[src/rtl/radio_rx_ctrl.sv]
// Frame scheduler/validator for pulse-width radio channels: periodic scan, range check,
// last-good-value bank, consecutive-bad-frame failsafe and a level req/ack CPU read port.
module radio_rx_ctrl #(
  parameter int unsigned NCH      = 4,
  parameter logic [11:0] MIN_W    = 12'd900,
  parameter logic [11:0] MAX_W    = 12'd2100,
  parameter logic [7:0]  FAIL_CNT = 8'd50,
  parameter logic [15:0] SCAN_DIV = 16'd20000
) (
  input  logic             CLK_1M,
  input  logic             RESET,
  input  logic [32*NCH-1:0] CH_DATA,
  input  logic             RD_REQ,
  input  logic [2:0]       RD_ADDR,
  output logic             RD_ACK,
  output logic [31:0]      RD_DATA,
  output logic             FAILSAFE,
  output logic             FRAME_VALID,
  output logic [NCH-1:0]   CH_MASK
);

  localparam int unsigned AW = (NCH > 1) ? $clog2(NCH) : 1;

  typedef enum logic [1:0] {ST_IDLE, ST_SCAN, ST_COMMIT} state_t;

  state_t        state, state_n;
  logic [15:0]   cnt;
  logic          tick;
  logic [AW-1:0] idx;
  logic          last;
  logic [11:0]   bank [NCH];
  logic [7:0]    fail_cnt, fail_cnt_n;
  logic          cur_off;
  logic [11:0]   cur_w;
  logic          cur_good;
  logic [AW-1:0] ra;
  logic          ra_is_ch;
  logic [7:0]    mask8;
  logic [31:0]   rd_word;

  always_comb begin
    tick     = (cnt == SCAN_DIV - 16'd1);
    last     = (idx == AW'(NCH - 1));
    cur_off  = CH_DATA[32*idx + 31];
    cur_w    = CH_DATA[32*idx +: 12];
    cur_good = !cur_off && (cur_w >= MIN_W) && (cur_w <= MAX_W);
    fail_cnt_n = (fail_cnt >= FAIL_CNT) ? FAIL_CNT : fail_cnt + 8'd1;
  end

  // Read word is built from current registered state, so a read landing on a
  // bank write cycle naturally returns the pre-write value.
  always_comb begin
    ra       = RD_ADDR[AW-1:0];
    ra_is_ch = (32'(RD_ADDR) < NCH);
    mask8    = '0;
    mask8[NCH-1:0] = CH_MASK;
    if (ra_is_ch)
      rd_word = {FAILSAFE, ~CH_MASK[ra], 18'd0, bank[ra]};
    else
      rd_word = {FAILSAFE, 7'd0, fail_cnt, 8'd0, mask8};
  end

  always_comb begin
    state_n = state;
    case (state)
      ST_IDLE:   if (tick) state_n = ST_SCAN;
      ST_SCAN:   if (last) state_n = ST_COMMIT;
      ST_COMMIT: state_n = ST_IDLE;
      default:   state_n = ST_IDLE;
    endcase
  end

  always_ff @(posedge CLK_1M) begin
    if (RESET) state <= ST_IDLE;
    else       state <= state_n;
  end

  always_ff @(posedge CLK_1M) begin
    if (RESET) begin
      cnt         <= '0;
      idx         <= '0;
      for (int unsigned i = 0; i < NCH; i++) bank[i] <= '0;
      CH_MASK     <= '0;
      fail_cnt    <= FAIL_CNT;
      FAILSAFE    <= 1'b1;
      FRAME_VALID <= 1'b0;
      RD_ACK      <= 1'b0;
      RD_DATA     <= '0;
    end else begin
      cnt         <= tick ? '0 : cnt + 16'd1;
      FRAME_VALID <= (state == ST_COMMIT);
      case (state)
        ST_IDLE: idx <= '0;
        ST_SCAN: begin
          if (cur_good) bank[idx] <= cur_w;
          CH_MASK[idx] <= cur_good;
          idx          <= idx + AW'(1);
        end
        ST_COMMIT: begin
          if (&CH_MASK) begin
            fail_cnt <= '0;
            FAILSAFE <= 1'b0;
          end else begin
            fail_cnt <= fail_cnt_n;
            FAILSAFE <= (fail_cnt_n == FAIL_CNT);
          end
        end
        default: ;
      endcase

      if (!RD_ACK) begin
        if (RD_REQ) begin
          RD_ACK  <= 1'b1;
          RD_DATA <= rd_word;
        end
      end else begin
        RD_ACK <= RD_REQ;
      end
    end
  end

endmodule

[config.mk]
export PLATFORM = sky130hd
export DESIGN_NAME = radio_rx_ctrl
export DESIGN_NICKNAME = d
export VERILOG_FILES = /design/src/rtl/radio_rx_ctrl.sv
export SDC_FILE = /design/constraint.sdc
export NUM_CORES = 1
export LEC_CHECK = 0
export CAP_MARGIN = 20
export CORE_ASPECT_RATIO = 0.8
export CORE_UTILIZATION = 35
export DETAILED_ROUTE_END_ITERATION = 12
export DONT_BUFFER_PORTS = 1
export GPL_TIMING_DRIVEN = 0
export PLACE_DENSITY_LB_ADDON = 0.3
export SLEW_MARGIN = 15
export SYNTH_ARGS = -nofsm -noshare
export SYNTH_HDL_FRONTEND = slang
export SYNTH_SLANG_ARGS = --single-unit
[constraint.sdc]
create_clock -name CLK_1M -period 4.1 [get_ports CLK_1M]
set_clock_uncertainty 0.05 [all_clocks]
set_input_delay 0.82 -clock CLK_1M [delete_from_list [all_inputs] [get_ports CLK_1M]]
set_output_delay 0.82 -clock CLK_1M [all_outputs]
set_load 0.02 [all_outputs]
Word level (Yosys, flattened, before mapping) --
Memories as Yosys holds them, arrays and structs flattened. Index checks and enable logic that the tools add are counted.
Word-level totals: flip-flop bits (word level) 67, memory bits (writable) 48, bits of input ports 134, output and inout bits 39, memories 1
Memories:
- bank | words 4, bits a word 12, rd ports 1, clocked after Yosys merged registers in 0, write ports 4, line 31 | logic [11:0] bank [NCH];
Operators by class: add/sub/neg operators 4, magnitude comparators 8, eq/ne operators 7, shift operators 1, muxes and demuxes 26, bitwise operators 2, reduce and logical (&&, ||, !) cells 11
Operators by type and width (count):
- variable part select 128 x 8 -> 12 bit | 1
- 2-to-1 mux 31 bit | 1
- adder 16 x 1 -> 16 bit, second input constant | 1
- equality test 16 x 15 -> 1 bit, second input constant | 1
- 2-to-1 mux 8 bit | 2
- 2-to-1 mux 1 bit | 13
- >= comparator 12 x 10 -> 1 bit, second input constant | 1
- less-or-equal comparator 12 bit, second input constant | 1
- 2-to-1 mux 12 bit | 1
- OR reduction 12 bit | 1
- adder 7 x 5 -> 8 bit, second input constant | 1
- adder 8 x 1 -> 8 bit, second input constant | 1
- equality test 8 x 6 -> 1 bit, second input constant | 1
- >= comparator 8 x 6 -> 1 bit, second input constant | 1
- < comparator 8 bit, second input constant | 1
- case mux 2 bit (2 select lines) | 2
- binary-select mux 1 bit (select 7 bit) | 1
- < comparator 2 x 3 -> 1 bit, second input constant | 2
- 2-to-1 mux 2 bit | 3
- bitwise mux 4 bit | 1
- equality test 2 bit, second input constant | 2
- != test 2 bit, second input constant | 2
- AND reduction 2 bit | 2
- AND reduction 4 bit | 1
- 12 further kinds | 15

Logic depth before layout (Yosys ltp) --
Gate-level depths: netlist of run 1.
depth after elaboration 12, mapped depth 9

Worst setup path before layout of run 1 --
Ideal clock, no wire load.
kind in2reg, start point in CH_DATA[97], end point mem bank[0][0] (enable), data arrival time 2.721 ns, required time 3.667 ns, path slack 0.945 ns, cell stages on the path 7, path buffers 2, path through mux4_2 o21a_1 o211ai_1 a31oi_1 buf_4 buf_2 o21bai_1
RTL lines:
- start: declaration | line 12 | input logic [32*NCH-1:0] CH_DATA,
- end: declaration | line 31

==> results of run 1 <==
synth_stat cells (3+ instances only):
cell type  instances  area, um^2
nor2_1            58         218
dfxtp_1           57        1140
edfxtp_1          48        1440
nand2_1           34         128
mux4_2            26         586
nand3_1           25         125
a21oi_1           22         110
clkbuf_1          21        78.8
nor3b_2           19         238
nand4_1           13        81.3
buf_4             11        82.6
a22oi_1            9        67.6
nor3b_1            9        67.6
inv_1              8        30.0
o21ai_1            8        40.0
xnor2_1            8        70.1
ha_1               7        87.6
nor3_1             7        35.0
xor2_1             7        61.3
buf_6              6        67.6
nand3b_1           6        45.0
nor2b_1            6        37.5
buf_2              5        25.0
o21bai_1           5        37.5
a211oi_1           4        30.0
mux2i_1            4        40.0
nand2b_1           3        18.8
nor4_1             3        18.8
nor4b_2            3        45.0
critical path: stages, from the launching register on:
cell and delay [ns]:
dfxtp_1 0.37, buf_2 0.26, buf_2 0.34, mux4_2 0.34, nor2_1 0.09, a31oi_4 0.37
clkbuf_1 0.50, nand3_1 0.17, o21bai_2 0.68
stage by stage:
step	std cells	hold WS [ns]	cell area [um^2]
after floorplan	481	0.376	5340
after global placement	665	0.396	5570
after detailed placement	665	0.412	5580
after CTS	681	0.430	5880
after global routing	681	0.452	5880
final	681	0.425	5880
how the worst max path moves through the flow:
stage	end	slack (ns)	cells past startpoint
global route	bank[2][1]	0.43	8
CTS	bank[2][1]	0.62	8
floorplan	bank[0][0]	0.95	7
global placement	bank[2][4]	0.17	8
finish	bank[2][1]	0.56	8
detailed placement	bank[2][6]	0.65	8
flip-flops by register name, indices dropped and copies added (netlist names):
name and flops:
fail_cnt 8, idx 2, RD_DATA 22, FAILSAFE 1, cnt 16, RD_ACK 1, bank 48, CH_MASK 4
FRAME_VALID 1, state 2
power by group through the flow:
stage / logic, uW / registers, uW / clock network (uW)
6_report: 163 / 1140 / 857
5_1_grt: 174 / 1150 / 917
4_1_cts: 162 / 1140 / 875
3_5_place_dp: 162 / 1170 / 0
3_3_place_gp: 159 / 1170 / 0
2_1_floorplan: 120 / 1160 / 0
final cells by class:
cell class | instances | area share [%]
multi-input combinational | 323 | 42.2
sequential | 105 | 44.0
inverter | 8 | 0.511
buffer | 45 | 4.45
clock buffer | 10 | 3.90
clock inverter | 6 | 1.06
tap | 184 | 3.92
layer usage:
metal | vias up | GRT usage [%] | part of all wire [%]
li1 | 1757 | - | -
met1 | 1926 | 24.6 | 44
met2 | 146 | 30.0 | 48
met3 | 14 | 5.93 | 7.8
met4 | 0 | 5.05 | 0.88
met5 | - | 0 | 0
cells by family after synthesis:
logic type	share of synthesized area (%)
adders and majority gates	1.65
other	0.0707
DFF	48.7
xor gates and xnor gates	2.48
buffers and inverters	5.50
muxes	11.8
AOI/OAI and AO/OA	7.62
and+or+nand+nor	22.2
==> run metrics, run 1 <==
status=complete, no violations; worst setup margin=0.556 ns; sum of negative setup slack=0 ns; final setup fails=0; root buffer cell=clkbuf_16; hpwl dp=10.1 mm; Hold Path End=cnt[0]; Pre-Repair DR Iteration Count=5; Max-cap violations=0; cts bufs inserted=9; total congestion overflow=0; die area=15,700 um^2; WHS Path Cells=1; # DRC=0; crit path from=idx[1]; part of the power in registers=52.9%; ys flop type=dfxtp_1; routed wire length=13.9 mm; GPL Wtd Cong=0.831; sw power=553 uW; HP Start=cnt[0]; CP Capture Type=flop; reg2reg path depth=8; Internal=1610 uW; CP startpoint kind=flop; vias per cell=5.64; htree depth=3; global-route wire length before repair=22.0 mm; largest net degree at the start of global routing=21; crit path DAT=3.48 ns; Tmin final=3.54 ns; Final Hold Fails=0; CP Max Fanout=12; Synth Warn #=0; Final #Nets=633; R2R setup slack=0.56 ns; maximum VDD drop=0.210 mV; die height=112 um; Starting DRT DRC Count=257; Antenna diodes=0; post-DR wirelength/cell=20.5 um; Syn Inst Count=472; DP Worst Slack=0.647 ns; Core ar.=14,500 um^2; post_cts resized=0; total power=2160 uW; post-synthesis sequential area ratio=48.7%; unique cell type count in the Yosys netlist=52; Seq cells post-synth=105; Sw Share=25.6%; clock share of power=39.6%; most frequent cells in the layout=nor2_1, dfxtp_1, edfxtp_1, nand2_1, mux4_2; row count=39; post-layout util=40.4%; final-report max-slew violation count=0; sequential cell area=2580 um^2; most common cell after layout, fill and taps aside=nor2_1; clock transition at the registers of the reported paths=0.08 ns; Initial Utilization=36.5%; Layout area overhead=10.8%; # IOs=173; number of global-route vias before repair=3,799; fmax=282 MHz; Tot GR Track Use=18.8%; Comb power frac=7.5%; hold crit path type=flop to flop; Crit Path Class=flop to flop; layout cells sized above 1=18.9%; Post-synth ARST share=0%; CTS Hold Bufs=0; Port-buffer cells=0; RR Startpoint=idx[1]; antenna viol nets, final=0; power density of the placed cells=368 nW/um^2; post-CTS setup buffer count=0; period utilisation layout=86.4%; Worst Path Required=4.04 ns; Mapped Avg Cell Area=11.2 um^2; Least-Margin Pin Slew=0.858 ns; leakage power=0.00188 uW; die width=140 um; via count=3,843; Fillers=1,381; Rel. slew slack=42.8%; clock sinks=105; Mapped Area=5310 um^2; worst skew pair latency=0.36 ns; unrepaired setup endpoints after global routing=false; CTS tree=yes; Post-synth EDFFs=48; area of the multi-input gates=2480 um^2; worst-case clock buffer depth=2; initial antenna violation count=0; reg2reg end=bank[2][1]
(Power assumes the default switching activity.)
==> run 2, diff against run 1 <==
TNS_END_PERCENT = 1   (was unset)
==> results of run 2 <==
Final layout, timing and power as in run 1 (identical DEF).
==> run 3, diff against run 2 <==
SLEW_MARGIN = unset   (was 15)
==> run metrics, run 3 (synthesized netlist as in run 1, its figures left out) <==
htree depth=3 (unchanged); most frequent cells in the layout=nor2_1, dfxtp_1, edfxtp_1, nand2_1, mux4_2; cts bufs inserted=9 (unchanged); die width=140 um (unchanged); status=complete, no violations; Rel. slew slack=41.1% (-1.7 points); area of the multi-input gates=2470 um^2 (-0.45%); worst-case clock buffer depth=2 (unchanged); sequential cell area=2580 um^2 (unchanged); unrepaired setup endpoints after global routing=false; R2R setup slack=0.46 ns (-0.10 ns); instance count on the critical path=9 (+1); kind of cell adding the most delay to the critical path=buffers and inverters; RR Startpoint=idx[1]; GPL Wtd Cong=0.831 (unchanged); Port-buffer cells=0 (unchanged); worst skew pair latency=0.36 ns (about the same); sum of negative setup slack=0 ns (unchanged); reg2reg end=bank[1][1]; # IOs=173 (unchanged); most common cell after layout, fill and taps aside=nor2_1; Fillers=1,373 (-0.58%); post-DR wirelength/cell=20.6 um (+0.53%); initial antenna violation count=0 (unchanged); die height=112 um (unchanged); max incr delay on CP=0.63 ns (-0.05 ns); power density of the placed cells=366 nW/um^2 (-0.47%); vias per cell=5.57 (-1.4%); CP Capture Type=flop; CP startpoint kind=flop; leakage power=0.00189 uW (+0.42%); Max-cap violations=0 (unchanged); number of global-route vias before repair=3,869 (+1.8%); Antenna diodes=0 (unchanged); row count=39 (unchanged); post-CTS setup buffer count=0 (unchanged); Tot GR Track Use=19.0% (+0.20 points); worst path cell trace=buf_2 -> buf_2 -> mux4_2 -> nor2_1 -> a31oi_4 -> nand4_1 -> buf_6 -> o21bai_1 -> buf_6; Layout area overhead=11.1%; dpl cell area=5600 um^2 (+0.34%); Core ar.=14,500 um^2 (unchanged); final-report max-slew violation count=0 (unchanged); reg2reg path depth=9 (+1); clock sinks=105 (unchanged); Final #Nets=636 (+0.47%); Least-Margin Pin Slew=0.883 ns (+0.0248 ns); hold crit path type=flop to flop; CP Capture Point=bank[1][1]; Tmin final=3.64 ns (+0.0955 ns); antenna viol nets, final=0 (unchanged); layout cells sized above 1=18.8% (-0.11 points); Worst Path Buf+Inv=4 (+1); largest net degree at the start of global routing=21 (unchanged); crit path from=idx[1]; Crit Path Class=flop to flop; period utilisation layout=88.8% (+2.3 points); Starting DRT DRC Count=327 (+27%); root buffer cell=clkbuf_16; final setup fails=0 (unchanged); routed wire length=14.1 mm (+0.98%); hpwl dp=10.3 mm (+1.5%); CTS Hold Bufs=0 (unchanged); CTS tree=yes; max reg flops=48 (unchanged); global-route wire length before repair=22.2 mm (+1.1%); crit path DAT=3.66 ns (+0.18 ns); via count=3,807 (-0.94%); Final Hold Fails=0 (unchanged); Final Cell Area=5890 um^2 (+0.32%); Worst Path Required=4.12 ns (+0.08 ns); Critical-path top delay cell=o21bai_1; CP Max Fanout=10 (-2); Initial Utilization=36.5% (unchanged); maximum VDD drop=0.200 mV (-5.0%); total congestion overflow=0 (unchanged); fmax=275 MHz (-2.6%); die area=15,700 um^2 (unchanged); Pre-Repair DR Iteration Count=5 (unchanged); Reg with most FFs=bank; clock transition at the registers of the reported paths=0.08 ns (about the same); biggest regs=bank: 48 flops, RD_DATA: 22 flops, cnt: 16 flops; post_cts resized=0 (unchanged); # DRC=0 (unchanged)
-- run 3: per-layer routing --
metal  share of wire (%)  GRT usage [%]
met1                  44           24.7
met2                  46           29.8
met3                 8.6           6.57
met4                 1.3           5.42
met5                   0              0
-- run 3: power by group --
group          total (uW)  switching, uW  internal, uW
Clock                 850            421           429
Combinational         166            103          62.6
Sequential           1140           25.0          1120
Total                2160            550          1610
-- run 3: final cells by class --
class                           instances  share of cell area (%)
Clock inverter                          6                    1.06
Multi-Input combinational cell        323                    41.9
Sequential cell                       105                    43.8
Tap cell                              184                    3.91
Clock buffer                           10                    3.88
Buffer                                 45                    4.44
Inverter                                8                   0.509
Timing Repair Buffer                    3                   0.509
-- run 3: worst min path at each step --
stage,start,to,slack [ns],cells after the start
5_1_grt,cnt[0],cnt[0],0.45,1
2_1_floorplan,cnt[0],cnt[0],0.38,1
3_3_place_gp,cnt[0],cnt[0],0.40,1
3_5_place_dp,cnt[0],cnt[0],0.41,1
4_1_cts,cnt[0],cnt[0],0.43,1
6_report,cnt[0],cnt[0],0.42,1
-- run 3: metrics by stage --
step	cells	total power (uW)	hold slack, ns	util (%)	worst slack [ns]
final	684	2160	0.425	40.5	0.461
after global routing	684	2230	0.454	40.5	0.310
after CTS	684	2180	0.432	40.5	0.485
after detailed placement	668	1330	0.414	38.5	0.497
after global placement	665	1330	0.396	38.3	0.175
after floorplan	481	1280	0.376	-	0.945
-- run 3: worst register-to-register path: cells and delay by family (launching register included) --
| family | cells | cell delay [ns] |
|---|---|---|
| AND/OR/NAND/NOR | 2 | 0.46 |
| AO/OA/AOI/OAI | 2 | 1.03 |
| multiplexers | 1 | 0.35 |
| buffers and inverters | 4 | 1.11 |
| flip-flops | 1 | 0.37 |
